`src/rtl/pipe_trig_pkg.sv`:
```
// pipe_trig_pkg: shared FSM state type and sizing helpers for pipe_trigger_monitor.
package pipe_trig_pkg;
  typedef enum logic [1:0] {IDLE = 2'd0, ARMED = 2'd1, TRIGGERED = 2'd2} state_t;
  function automatic int run_cnt_w(input int thresh);
    return $clog2(thresh + 1);
  endfunction
  function automatic longint unsigned sat_lim(input int w);
    return (longint'(1) << w) - 1;
  endfunction
endpackage

```
`src/rtl/pipe_trig_stage.sv`:
```
// pipe_trig_stage: one valid-tagged WIDTH-bit pipeline register with sync reset.
module pipe_trig_stage #(
  parameter int WIDTH = 8
) (
  input  logic             clk,
  input  logic             rst,
  input  logic             d_valid,
  input  logic [WIDTH-1:0] d_data,
  output logic             q_valid,
  output logic [WIDTH-1:0] q_data
);
  always_ff @(posedge clk)
    if (rst) begin
      q_valid <= 1'b0;
      q_data  <= '0;
    end else begin
      q_valid <= d_valid;
      q_data  <= d_data;
    end
endmodule

```
`src/rtl/pipe_trigger_monitor.sv`:
```
// pipe_trigger_monitor: DEPTH-stage tagged pipeline, masked last-stage compare, armed run counter with sticky trigger.
// Optional PIPE_TRIG_SNAP_EN adds a pipeline snapshot captured on entry to TRIGGERED.
module pipe_trigger_monitor
  import pipe_trig_pkg::*;
#(
  parameter int WIDTH  = 8,
  parameter int DEPTH  = 4,
  parameter int THRESH = 3,
  parameter int CNT_W  = 8
) (
  input  logic             I1294_clk,
  input  logic             I1301_rst,
  input  logic             in_valid,
  input  logic [WIDTH-1:0] in_data,
  input  logic [WIDTH-1:0] pattern,
  input  logic [WIDTH-1:0] mask,
  input  logic             arm,
  input  logic             clr,
  output logic [WIDTH-1:0] out_data,
  output logic             out_valid,
  output logic             match,
  output logic             trig,
  output logic [CNT_W-1:0] hit_cnt,
  output logic [1:0]       state
`ifdef PIPE_TRIG_SNAP_EN
  ,
  output logic [WIDTH*DEPTH-1:0] trig_snap,
  output logic                   trig_snap_vld
`endif
);
  localparam int RW = run_cnt_w(THRESH);
  localparam logic [CNT_W-1:0] HIT_MAX = CNT_W'(sat_lim(CNT_W));
  logic [WIDTH-1:0] d_chain [DEPTH+1];
  logic [DEPTH:0]   v_chain;
  logic [RW-1:0]    run_cnt, run_nx;
  logic [CNT_W-1:0] hit_nx;
  logic             beat_hit, enter_trig;
  state_t           st;
  assign d_chain[0] = in_data;
  assign v_chain[0] = in_valid;
  for (genvar i = 0; i < DEPTH; i++) begin : g_stage
    pipe_trig_stage #(.WIDTH(WIDTH)) u_stage (
      .clk    (I1294_clk),
      .rst    (I1301_rst),
      .d_valid(v_chain[i]),
      .d_data (d_chain[i]),
      .q_valid(v_chain[i+1]),
      .q_data (d_chain[i+1])
    );
  end
  assign out_data   = d_chain[DEPTH];
  assign out_valid  = v_chain[DEPTH];
  assign state      = st;
  assign beat_hit   = v_chain[DEPTH] && (((d_chain[DEPTH] ^ pattern) & mask) == '0);
  assign run_nx     = run_cnt + RW'(1);
  assign hit_nx     = (hit_cnt == HIT_MAX) ? hit_cnt : hit_cnt + CNT_W'(1);
  assign enter_trig = !clr && st == ARMED && beat_hit && run_nx == RW'(THRESH);
  always_ff @(posedge I1294_clk)
    if (I1301_rst) begin
      st      <= IDLE;
      run_cnt <= '0;
      hit_cnt <= '0;
      match   <= 1'b0;
      trig    <= 1'b0;
    end else begin
      match <= beat_hit;
      if (clr) begin
        st      <= IDLE;
        run_cnt <= '0;
        hit_cnt <= '0;
        trig    <= 1'b0;
      end else
        case (st)
          IDLE: if (arm) begin
            st      <= ARMED;
            run_cnt <= '0;
          end
          ARMED: if (beat_hit) begin
            hit_cnt <= hit_nx;
            run_cnt <= run_nx;
            if (enter_trig) begin
              st   <= TRIGGERED;
              trig <= 1'b1;
            end
          end else if (v_chain[DEPTH]) run_cnt <= '0;
          TRIGGERED: if (beat_hit) hit_cnt <= hit_nx;
          default: st <= IDLE;
        endcase
    end
`ifdef PIPE_TRIG_SNAP_EN
  logic [WIDTH*DEPTH-1:0] flat;
  for (genvar i = 0; i < DEPTH; i++) begin : g_flat
    assign flat[i*WIDTH +: WIDTH] = d_chain[i+1];
  end
  assign trig_snap_vld = trig;
  // Snapshot shows the stages as they stood when the triggering beat was compared.
  always_ff @(posedge I1294_clk)
    if (I1301_rst || clr) trig_snap <= '0;
    else if (enter_trig) trig_snap <= flat;
`endif
endmodule

```
`config.mk`:
```
export PLATFORM = sky130hd
export DESIGN_NAME = pipe_trigger_monitor
export DESIGN_NICKNAME = d
export VERILOG_FILES = /design/src/rtl/pipe_trig_pkg.sv /design/src/rtl/pipe_trig_stage.sv /design/src/rtl/pipe_trigger_monitor.sv
export SDC_FILE = /design/constraint.sdc
export NUM_CORES = 1
export LEC_CHECK = 0
export CAP_MARGIN = 20
export CELL_PAD_IN_SITES_DETAIL_PLACEMENT = 1
export CELL_PAD_IN_SITES_GLOBAL_PLACEMENT = 1
export CORE_MARGIN = 4
export CORE_UTILIZATION = 34
export CTS_BUF_LIST = sky130_fd_sc_hd__clkbuf_4 sky130_fd_sc_hd__clkbuf_8
export CTS_CLUSTER_SIZE = 28
export DETAILED_ROUTE_END_ITERATION = 8
export GPL_TIMING_DRIVEN = 1
export PLACE_DENSITY_LB_ADDON = 0.1
export SYNTH_ARGS = -nofsm -noshare
export SYNTH_HDL_FRONTEND = slang
export SYNTH_HIERARCHICAL = 1
export SYNTH_SLANG_ARGS = --single-unit
```
`constraint.sdc`:
```
create_clock -name I1294_clk -period 2 [get_ports I1294_clk]
set_input_delay 0.4 -clock I1294_clk [delete_from_list [all_inputs] [get_ports I1294_clk]]
set_output_delay 0.4 -clock I1294_clk [all_outputs]
set_load 0.005 [all_outputs]
```
==> out/qor.yml, run 1 <==
synth:
  ys_types: 36
  synth_seq_area_share_pct: 53.3
  synthArstFlopShare_pct: 0
  yosysTopAreaCell: "dfxtp_1"
  netlist_top_cells_area: "dfxtp_1 (53%), nor2b_1 (13%), ha_1 (4.0%)"
  synth.avg_cell_area_um2: 10.4
  yosys_warnings: 6
  ys_ff_latch: 50
  synth_top_area_share_pct: 53.3
  synthCells: 180
  synthFlopType: "dfxtp_1"
  synth_area_um2: 1880
  synth_edf_count: 0
  syn_nets: 215
floorplan:
  core-area_um2: 5240
  die_x_um: 82.3
  start_util_pct: 35.9
  row_count: 26
  die-area_um2: 6780
  num_io_pins: 50
  die_h_um: 82.3
cts:
  clk_path_buf_depth: 2
  htreeDepth: 2
  path_clk_slew_ns: 0.09
  clock_sinks: 50
  cts_made_buffers: 5
  cts_root_buf: "clkbuf_8"
  cts_tree: "yes"
  clk_latency_ns: 0.30
finish:
  final_cells: 319
  area_growth_pct: 42.4
  fin_area_um2: 2680
  multi_input_area_um2: 857
  final_cell_mix: "dfxtp_1 (50), clkdlybuf4s50_1 (46), nor2b_1 (38)"
  utilization_pct: 51.1
  fillers: 588
  drive_gt1_share_pct: 13.7
  nNetsFinal: 283
  seq_area_um2: 1000
  antenna_cells: 0
  final_common_cell: "dfxtp_1"
worst_setup_path:
  end_kind: "register"
  path_max_fanout: 4
  rr_worst_depth: 7
  timing.rr.end: "state[0]"
  arrival_ns: 2.10
  crit_required_ns: 2.18
  ff2ff_setup_slack_ns: 0.15
  r2r_start: "state[0]"
  path_class: "primary input to register"
  startpoint_type: "primary input"
sta:
  final-setup-viol-count: 0
  relSlewSlack_pct: 66.1
  fin_crit_ns: 1.92
  setup_slack_ns: 0.0796
  slew_violations: 0
  max_freq_ghz: 0.521
  skew_ns: 0.00290
  report.final.hold_viol_count: 0
  tightest_slew_ns: 0.505
  post-route-period-util_pct: 96.0
global_route:
  grt_pass1_vias: 1679
  grt_max_degree: 31
  antenna_found_initial: 0
  grt_pass1_wl_um: 7890
  grt_use_total_pct: 15.5
  overflow: 0
placement:
  io_buffers: 49
  dp_slack_ns: -0.400
  hpwl_um: 3700
  postPlaceCellArea_um2: 2540
  gp_congestion: 0.759
  dp_cells: 309
power_and_ir_drop:
  seqPwrFrac_pct: 55.9
  total_leakage_power_uw: 0.00101
  clkPwrFrac_pct: 33.5
  ir_worst_vdd_mv: 0.396
  p_int_uw: 1390
  power.density_nw_per_um2: 688
  combPwrFrac_pct: 10.6
  power_uw: 1840
  switching_share_pct: 24.3
  p_sw_uw: 447
drt:
  ant_nets: 0
  vias_per_cell: 4.90
  drc: 0
  drt_pre_antenna_iters: 4
  vias: 1562
  routed_wl_um: 4830
  routedWlPerCell_um: 15.1
  drt_iter0_markers: 63
run:
  cap_violations: 0
worst_hold_path:
  min_to: "g_stage[3].u_stage/q_data[4]"
  min_from: "g_stage[2].u_stage/q_data[4]"
  hold_class: "register to register"
  hold_depth: 1
run_status:
  status: "finished, final reports clean"
[cells in the mapped netlist (all sizes together), types with 2 or more instances]
cell type,number
a21oi,6
o2111ai,2
or4,4
nand3,8
nand4,6
or3,4
nor2,8
inv,5
nand2,5
dfxtp,50
o211ai,2
o21ai,5
o311ai,2
o31ai,2
ha,6
nor2b,38
nand4b,3
xor2,8
a22oi,2
buf,2
clkbuf,2
[cell families (layout without fill, tap and decap cells)]
family | Yosys count | count (layout) | synth area share, %
compound gates | 27 | 27 | 10.9
xor+xnor | 8 | 8 | 3.73
fa+ha+maj | 6 | 6 | 3.99
buf+inv | 9 | 78 | 2.00
flops | 50 | 50 | 53.3
mux | 1 | 1 | 0.533
simple gates | 79 | 79 | 25.6
[final cells by class]
type | instances | share of cell area, %
Timing Repair Buffer | 65 | 23.1
Inverter | 5 | 0.701
Clock buffer | 6 | 2.85
Multi-Input combinational cell | 121 | 32.0
Clock inverter | 2 | 0.655
Tap cell | 70 | 3.27
Sequential cell | 50 | 37.4
[worst max-delay path by stage]
stage | from | endpoint | slack [ns]
final | pattern[6] | hit_cnt[2] | 0.08
after global routing | mask[3] | hit_cnt[2] | -0.005
after CTS | pattern[7] | hit_cnt[2] | 0.003
after detailed placement | pattern[3] | hit_cnt[0] | -0.40
after global placement | pattern[3] | hit_cnt[3] | -0.32
after floorplan | pattern[3] | hit_cnt[3] | 0.09
[worst max-delay path, stage by stage]
cell and delay [ns]:
clkdlybuf4s50_1 0.44, xor2_1 0.18, a22oi_2 0.15, buf_4 0.16
nand4_4 0.13, buf_6 0.16, o31ai_1 0.36, a21oi_2 0.11
[metal layers]
layer	track usage [%]	wire (µm)	vias to the layer above
met3	3.69	189	4
met5	0	0	-
li1	-	-	766
met4	4.98	43	0
met1	16.6	1910	761
met2	29.5	2690	31
[flip-flops by register name, summed over array words and instances, names as in the netlist]
name,count
g_stage.u_stage/q_data,32
hit_cnt,8
g_stage.u_stage/q_valid,4
run_cnt,2
state,2
match,1
trig,1
[per-stage QoR]
step	TNS (ns)	hold slack (ns)
6_report	0	0.442
5_1_grt	-0.00519	0.459
4_1_cts	0	0.447
3_5_place_dp	-3.35	0.424
3_3_place_gp	-2.69	0.416
2_1_floorplan	0	0.414
[power by group through the flow]
stage,clock network [µW],registers (µW),logic (µW)
2_1_floorplan,0,1050,79.5
3_3_place_gp,0,1050,181
3_5_place_dp,0,1050,192
4_1_cts,635,1030,194
5_1_grt,681,1030,212
6_report,617,1030,195
[timing repair]
item	4_1_cts	5_1_grt
setup buffers	1	1
hold buffers	0	0
pin swaps	5	5
endpoints found under the setup margin	4	9
cloned	0	0
resized for setup	5	4
(Power assumes the default switching activity.)
==> run 2, diff against run 1 <==
==> constraint.sdc (replaced) <==
create_clock -name I1294_clk -period 2 [get_ports I1294_clk]
set_input_delay 0.5 -clock I1294_clk [delete_from_list [all_inputs] [get_ports I1294_clk]]
set_output_delay 0.5 -clock I1294_clk [all_outputs]
set_load 0.005 [all_outputs]
==> run 2 against run 1 <==
Die area did not move; design area is 3.5% higher; hold slack got worse by 0.0033 ns; final cell count is 1.9% higher.
==> out/qor.yml, run 2 (synthesis gave the netlist of run 1 again) <==
finish:
  area_growth_pct: 47.4
  utilization_pct: 52.9
  top_regs: "g_stage.u_stage/q_data x32, hit_cnt x8, g_stage.u_stage/q_valid x4"
  drive_gt1_share_pct: 17.3
  nNetsFinal: 290
  final_common_cell: "dfxtp_1"
  fin_area_um2: 2770
  antenna_cells: 0
  final_cell_mix: "dfxtp_1 (50), clkdlybuf4s50_1 (43), nor2b_1 (38)"
  regMostFlops: "g_stage.u_stage/q_data"
  largest_reg_flops: 32
floorplan:
  start_util_pct: 35.9
  die_x_um: 82.3
  die-area_um2: 6780
  num_io_pins: 50
  core-area_um2: 5240
  die_h_um: 82.3
  row_count: 26
worst_setup_path:
  r2r_start: "g_stage[3].u_stage/q_data[3]"
  cp_slowest_stage_delay_ns: 0.46
  path_max_fanout: 5
  ff2ff_setup_slack_ns: 0.10
  startpoint_type: "primary input"
  cp_top_family: "simple AND/OR/NAND/NOR gates"
  slowest_stage: "or4_1"
  crit_required_ns: 2.25
  path_class: "primary input to register"
  timing.rr.end: "hit_cnt[2]"
  path_buf_inv: 2
  rr_worst_depth: 6
  end_kind: "register"
  arrival_ns: 2.23
  path_cells: "clkdlybuf4s50_1 > xor2_1 > a22oi_4 > nand3_2 > buf_4 > or4_1 > nand2_1"
sta:
  fin_setup_tns_ns: 0
  tightest_slew_ns: 0.499
  max_freq_ghz: 0.507
  relSlewSlack_pct: 66.5
  slew_violations: 0
  final-setup-viol-count: 0
  fin_crit_ns: 1.97
  report.final.hold_viol_count: 0
  skew_ns: 0.00852
  rsz0062_at_grt: "true"
  post-route-period-util_pct: 98.7
  setup_slack_ns: 0.0263
cts:
  path_clk_slew_ns: 0.09
  cts_tree: "yes"
  cts_made_buffers: 5
  clk_path_buf_depth: 2
  cts_root_buf: "clkbuf_8"
  htreeDepth: 2
  clock_sinks: 50
  clk_latency_ns: 0.30
  cts_hold_buf: 0
drt:
  routedWlPerCell_um: 14.9
  drc: 0
  routed_wl_um: 4830
  ant_nets: 0
  drt_iter0_markers: 62
  vias_per_cell: 4.84
  vias: 1572
  drt_pre_antenna_iters: 4
placement:
  gp_congestion: 0.777
  dp_slack_ns: -0.502
  io_buffers: 49
  hpwl_um: 3700
  postPlaceCellArea_um2: 2570
power_and_ir_drop:
  combPwrFrac_pct: 10.2
  total_leakage_power_uw: 0.00105
  switching_share_pct: 21.7
  seqPwrFrac_pct: 52.6
  power.density_nw_per_um2: 707
  p_sw_uw: 425
  p_int_uw: 1530
  clkPwrFrac_pct: 37.1
  power_uw: 1960
  ir_worst_vdd_mv: 0.514
global_route:
  grt_use_total_pct: 15.2
  grt_pass1_vias: 1671
  grt_pass1_wl_um: 7760
  antenna_found_initial: 0
  overflow: 0
  grt_max_degree: 38
worst_hold_path:
  hold_class: "register to register"
  min_to: "g_stage[2].u_stage/q_data[7]"
  hold_depth: 1
  min_from: "g_stage[1].u_stage/q_data[7]"
run_status:
  status: "finished, final reports clean"
run:
  cap_violations: 0
## run 2: metal layers
layer  wire length [µm]  vias up  global-route usage [%]
met1               1900      754                    16.6
met3                199       11                    3.90
met4                 93        0                    5.15
met2               2630       35                    28.3
met5                  0        -                       0
li1                   -      772                       -
## run 2: per-stage QoR
step | std cells | hold slack, ns
2_1_floorplan | 180 | 0.414
3_3_place_gp | 313 | 0.417
3_5_place_dp | 313 | 0.424
4_1_cts | 323 | 0.445
5_1_grt | 325 | 0.465
6_report | 325 | 0.439
## run 2: worst register-to-register path, cell delays in order (launching register included)
cell	delay [ns]
dfxtp_1	0.33
xor2_1	0.14
a222oi_1	0.38
buf_4	0.21
nand4_4	0.14
or4_4	0.53
a21oi_4	0.12
## run 2: power by group through the flow
stage	registers (µW)	logic (µW)	clock network (µW)
after floorplan	1050	79.7	0
after global placement	1050	184	0
after detailed placement	1050	195	0
after CTS	1030	197	749
after global routing	1030	217	793
final	1030	201	727
## run 2: cell type report
| class | count | area (µm²) |
|---|---|---|
| repair buffers | 72 | 668 |
| clock inverters | 1 | 30.0 |
| clock buffers | 6 | 82.6 |
| multi-input cells | 121 | 882 |
| inverters | 5 | 18.8 |
| fillers | 593 | 2470 |
| flip-flops and latches | 50 | 1000 |
| well taps | 70 | 87.6 |
## run 2: worst max path at each step
stage	startpoint	to	cells after the start
after floorplan	pattern[3]	hit_cnt[3]	6
after global placement	pattern[3]	hit_cnt[3]	7
after detailed placement	pattern[3]	hit_cnt[3]	7
after CTS	pattern[4]	state[0]	7
after global routing	pattern[4]	hit_cnt[4]	7
final	pattern[4]	hit_cnt[4]	7
## run 2: what timing repair did
action	4_1_cts	5_1_grt
setup buffers	3	2
endpoints found under the setup margin	9	5
pin swaps	8	8
resized for setup	6	15
==> run 3, diff against run 2 <==
--- a/config.mk
+++ b/config.mk
@@ -19,3 +19,4 @@
 export SYNTH_HDL_FRONTEND = slang
 export SYNTH_HIERARCHICAL = 1
 export SYNTH_SLANG_ARGS = --single-unit
+export TNS_END_PERCENT = 5
==> run 3 against run 2 <==
The flow now finishes with violations (negative setup slack); fmax is 1.4% lower; combinational power is essentially flat; sequential cell count did not move; largest cell class unchanged; sequential power barely moved; highest routed layer unchanged; critical path depth increased by 1.
==> out/qor.yml, run 3 (synthesis gave the netlist of run 1 again) <==
worst_setup_path:
  rr_worst_depth: 7
  ff2ff_setup_slack_ns: 0.08
  r2r_start: "g_stage[3].u_stage/q_data[3]"
  arrival_ns: 2.25
  crit_required_ns: 2.25
  path_max_fanout: 6
  end_kind: "register"
  startpoint_type: "primary input"
  path_class: "primary input to register"
  timing.rr.end: "hit_cnt[6]"
floorplan:
  start_util_pct: 35.9
  core-area_um2: 5240
  row_count: 26
  die-area_um2: 6780
  num_io_pins: 50
  die_x_um: 82.3
  die_h_um: 82.3
power_and_ir_drop:
  total_leakage_power_uw: 0.00104
  switching_share_pct: 21.7
  p_sw_uw: 425
  seqPwrFrac_pct: 52.6
  p_int_uw: 1530
  ir_worst_vdd_mv: 0.437
  power.density_nw_per_um2: 710
  power_uw: 1960
  clkPwrFrac_pct: 37.1
  combPwrFrac_pct: 10.2
sta:
  whs_ns: 0.439
  final-setup-viol-count: 1
  max_freq_ghz: 0.500
  report.final.hold_viol_count: 0
  skew_ns: 0.00749
  fin_setup_tns_ns: -0.000982
  tightest_slew_ns: 0.485
  relSlewSlack_pct: 67.5
  setup_slack_ns: -0.000982
  fin_crit_ns: 2.00
  slew_violations: 0
  post-route-period-util_pct: 100
  rsz0062_at_grt: "true"
cts:
  cts_made_buffers: 5
  clk_path_buf_depth: 2
  cts_tree: "yes"
  path_clk_slew_ns: 0.09
  cts_root_buf: "clkbuf_8"
  clock_sinks: 50
  htreeDepth: 2
  clk_latency_ns: 0.30
finish:
  area_growth_pct: 46.7
  antenna_cells: 0
  final_common_cell: "dfxtp_1"
  final_cell_mix: "dfxtp_1 (50), clkdlybuf4s50_1 (44), nor2b_1 (38)"
  nNetsFinal: 290
  utilization_pct: 52.7
  regMostFlops: "g_stage.u_stage/q_data"
  largest_reg_flops: 32
  top_regs: "g_stage.u_stage/q_data x32, hit_cnt x8, g_stage.u_stage/q_valid x4"
  drive_gt1_share_pct: 16.5
  fin_area_um2: 2760
drt:
  drc: 0
  routedWlPerCell_um: 14.9
  drt_pre_antenna_iters: 4
  ant_nets: 0
  drt_iter0_markers: 46
  vias_per_cell: 4.84
  vias: 1573
  routed_wl_um: 4850
placement:
  io_buffers: 49
  gp_congestion: 0.777
  hpwl_um: 3700
  postPlaceCellArea_um2: 2570
worst_hold_path:
  hold_class: "register to register"
  min_from: "g_stage[2].u_stage/q_data[6]"
  min_to: "g_stage[3].u_stage/q_data[6]"
  hold_depth: 1
run_status:
  failed_checks: "negative setup slack"
  status: "finished, violations left"
global_route:
  grt_pass1_vias: 1671
  grt_pass1_wl_um: 7760
  overflow: 0
  grt_use_total_pct: 15.2
  grt_max_degree: 38
  antenna_found_initial: 0
run:
  cap_violations: 0
-- run 3: cell types whose count changed in the layout (fill, tap and decap cells not counted) --
cell and change:
buf_6 +1, clkdlybuf4s50_1 +1, or3_1 +1, dlygate4sd2_1 +1, clkdlybuf4s15_1 -1, or3_4 -1, xor2_2 -1, xor2_1 +1
dlymetal6s2s_1 -1, buf_4 -1
-- run 3: how the worst max path moves through the flow --
stage / start / to / slack, ns
2_1_floorplan: pattern[3] / hit_cnt[3] / 0.02
3_3_place_gp: pattern[3] / hit_cnt[3] / -0.46
3_5_place_dp: pattern[3] / hit_cnt[3] / -0.50
4_1_cts: pattern[4] / state[0] / 0.0007
5_1_grt: pattern[1] / hit_cnt[0] / -0.03
6_report: pattern[7] / hit_cnt[6] / -0.001
-- run 3: per-stage QoR --
| step | instances | setup slack [ns] |
|---|---|---|
| after global placement | 313 | -0.461 |
| after global routing | 325 | -0.0336 |
| after detailed placement | 313 | -0.502 |
| final | 325 | -0.000982 |
| after floorplan | 180 | 0.0193 |
| after CTS | 323 | 0.000663 |
-- run 3: cell type report --
cell class                      instances  area [µm²]
Sequential cell                        50        1000
Multi-Input combinational cell        121         870
Fill cell                             594        2480
Clock inverter                          1        30.0
Inverter                                5        18.8
Tap cell                               70        87.6
Clock buffer                            6        82.6
Timing Repair Buffer                   72         668
-- run 3: timing repair --
item / in CTS / in global routing
pin swaps: 8 / 7
hold buffers: 0 / 0
setup endpoints to repair: 9 / 5
buffers inserted: 3 / 2
cloned: 0 / 0
resized for setup: 6 / 12
-- run 3: metal layers --
| metal | global-route usage, % | vias to the layer above | wire [µm] |
|---|---|---|---|
| met5 | 0 | - | 0 |
| met4 | 5.15 | 0 | 76 |
| met3 | 3.90 | 8 | 196 |
| met2 | 28.3 | 35 | 2680 |
| met1 | 16.6 | 757 | 1890 |
| li1 | - | 773 | - |
-- run 3: critical path, cell delays in order --
cell and delay [ns]:
dlygate4sd2_1 0.25, xor2_1 0.16, a222oi_1 0.35, buf_4 0.21, buf_6 0.12, nand4_1 0.10
or4_1 0.49, nand2_1 0.07
-- run 3: power groups by stage --
stage	Clock (µW)	Sequential, µW	Combinational, µW
6_report	727	1030	201
5_1_grt	791	1030	217
3_5_place_dp	0	1050	195
2_1_floorplan	0	1050	79.7
4_1_cts	749	1030	197
3_3_place_gp	0	1050	184
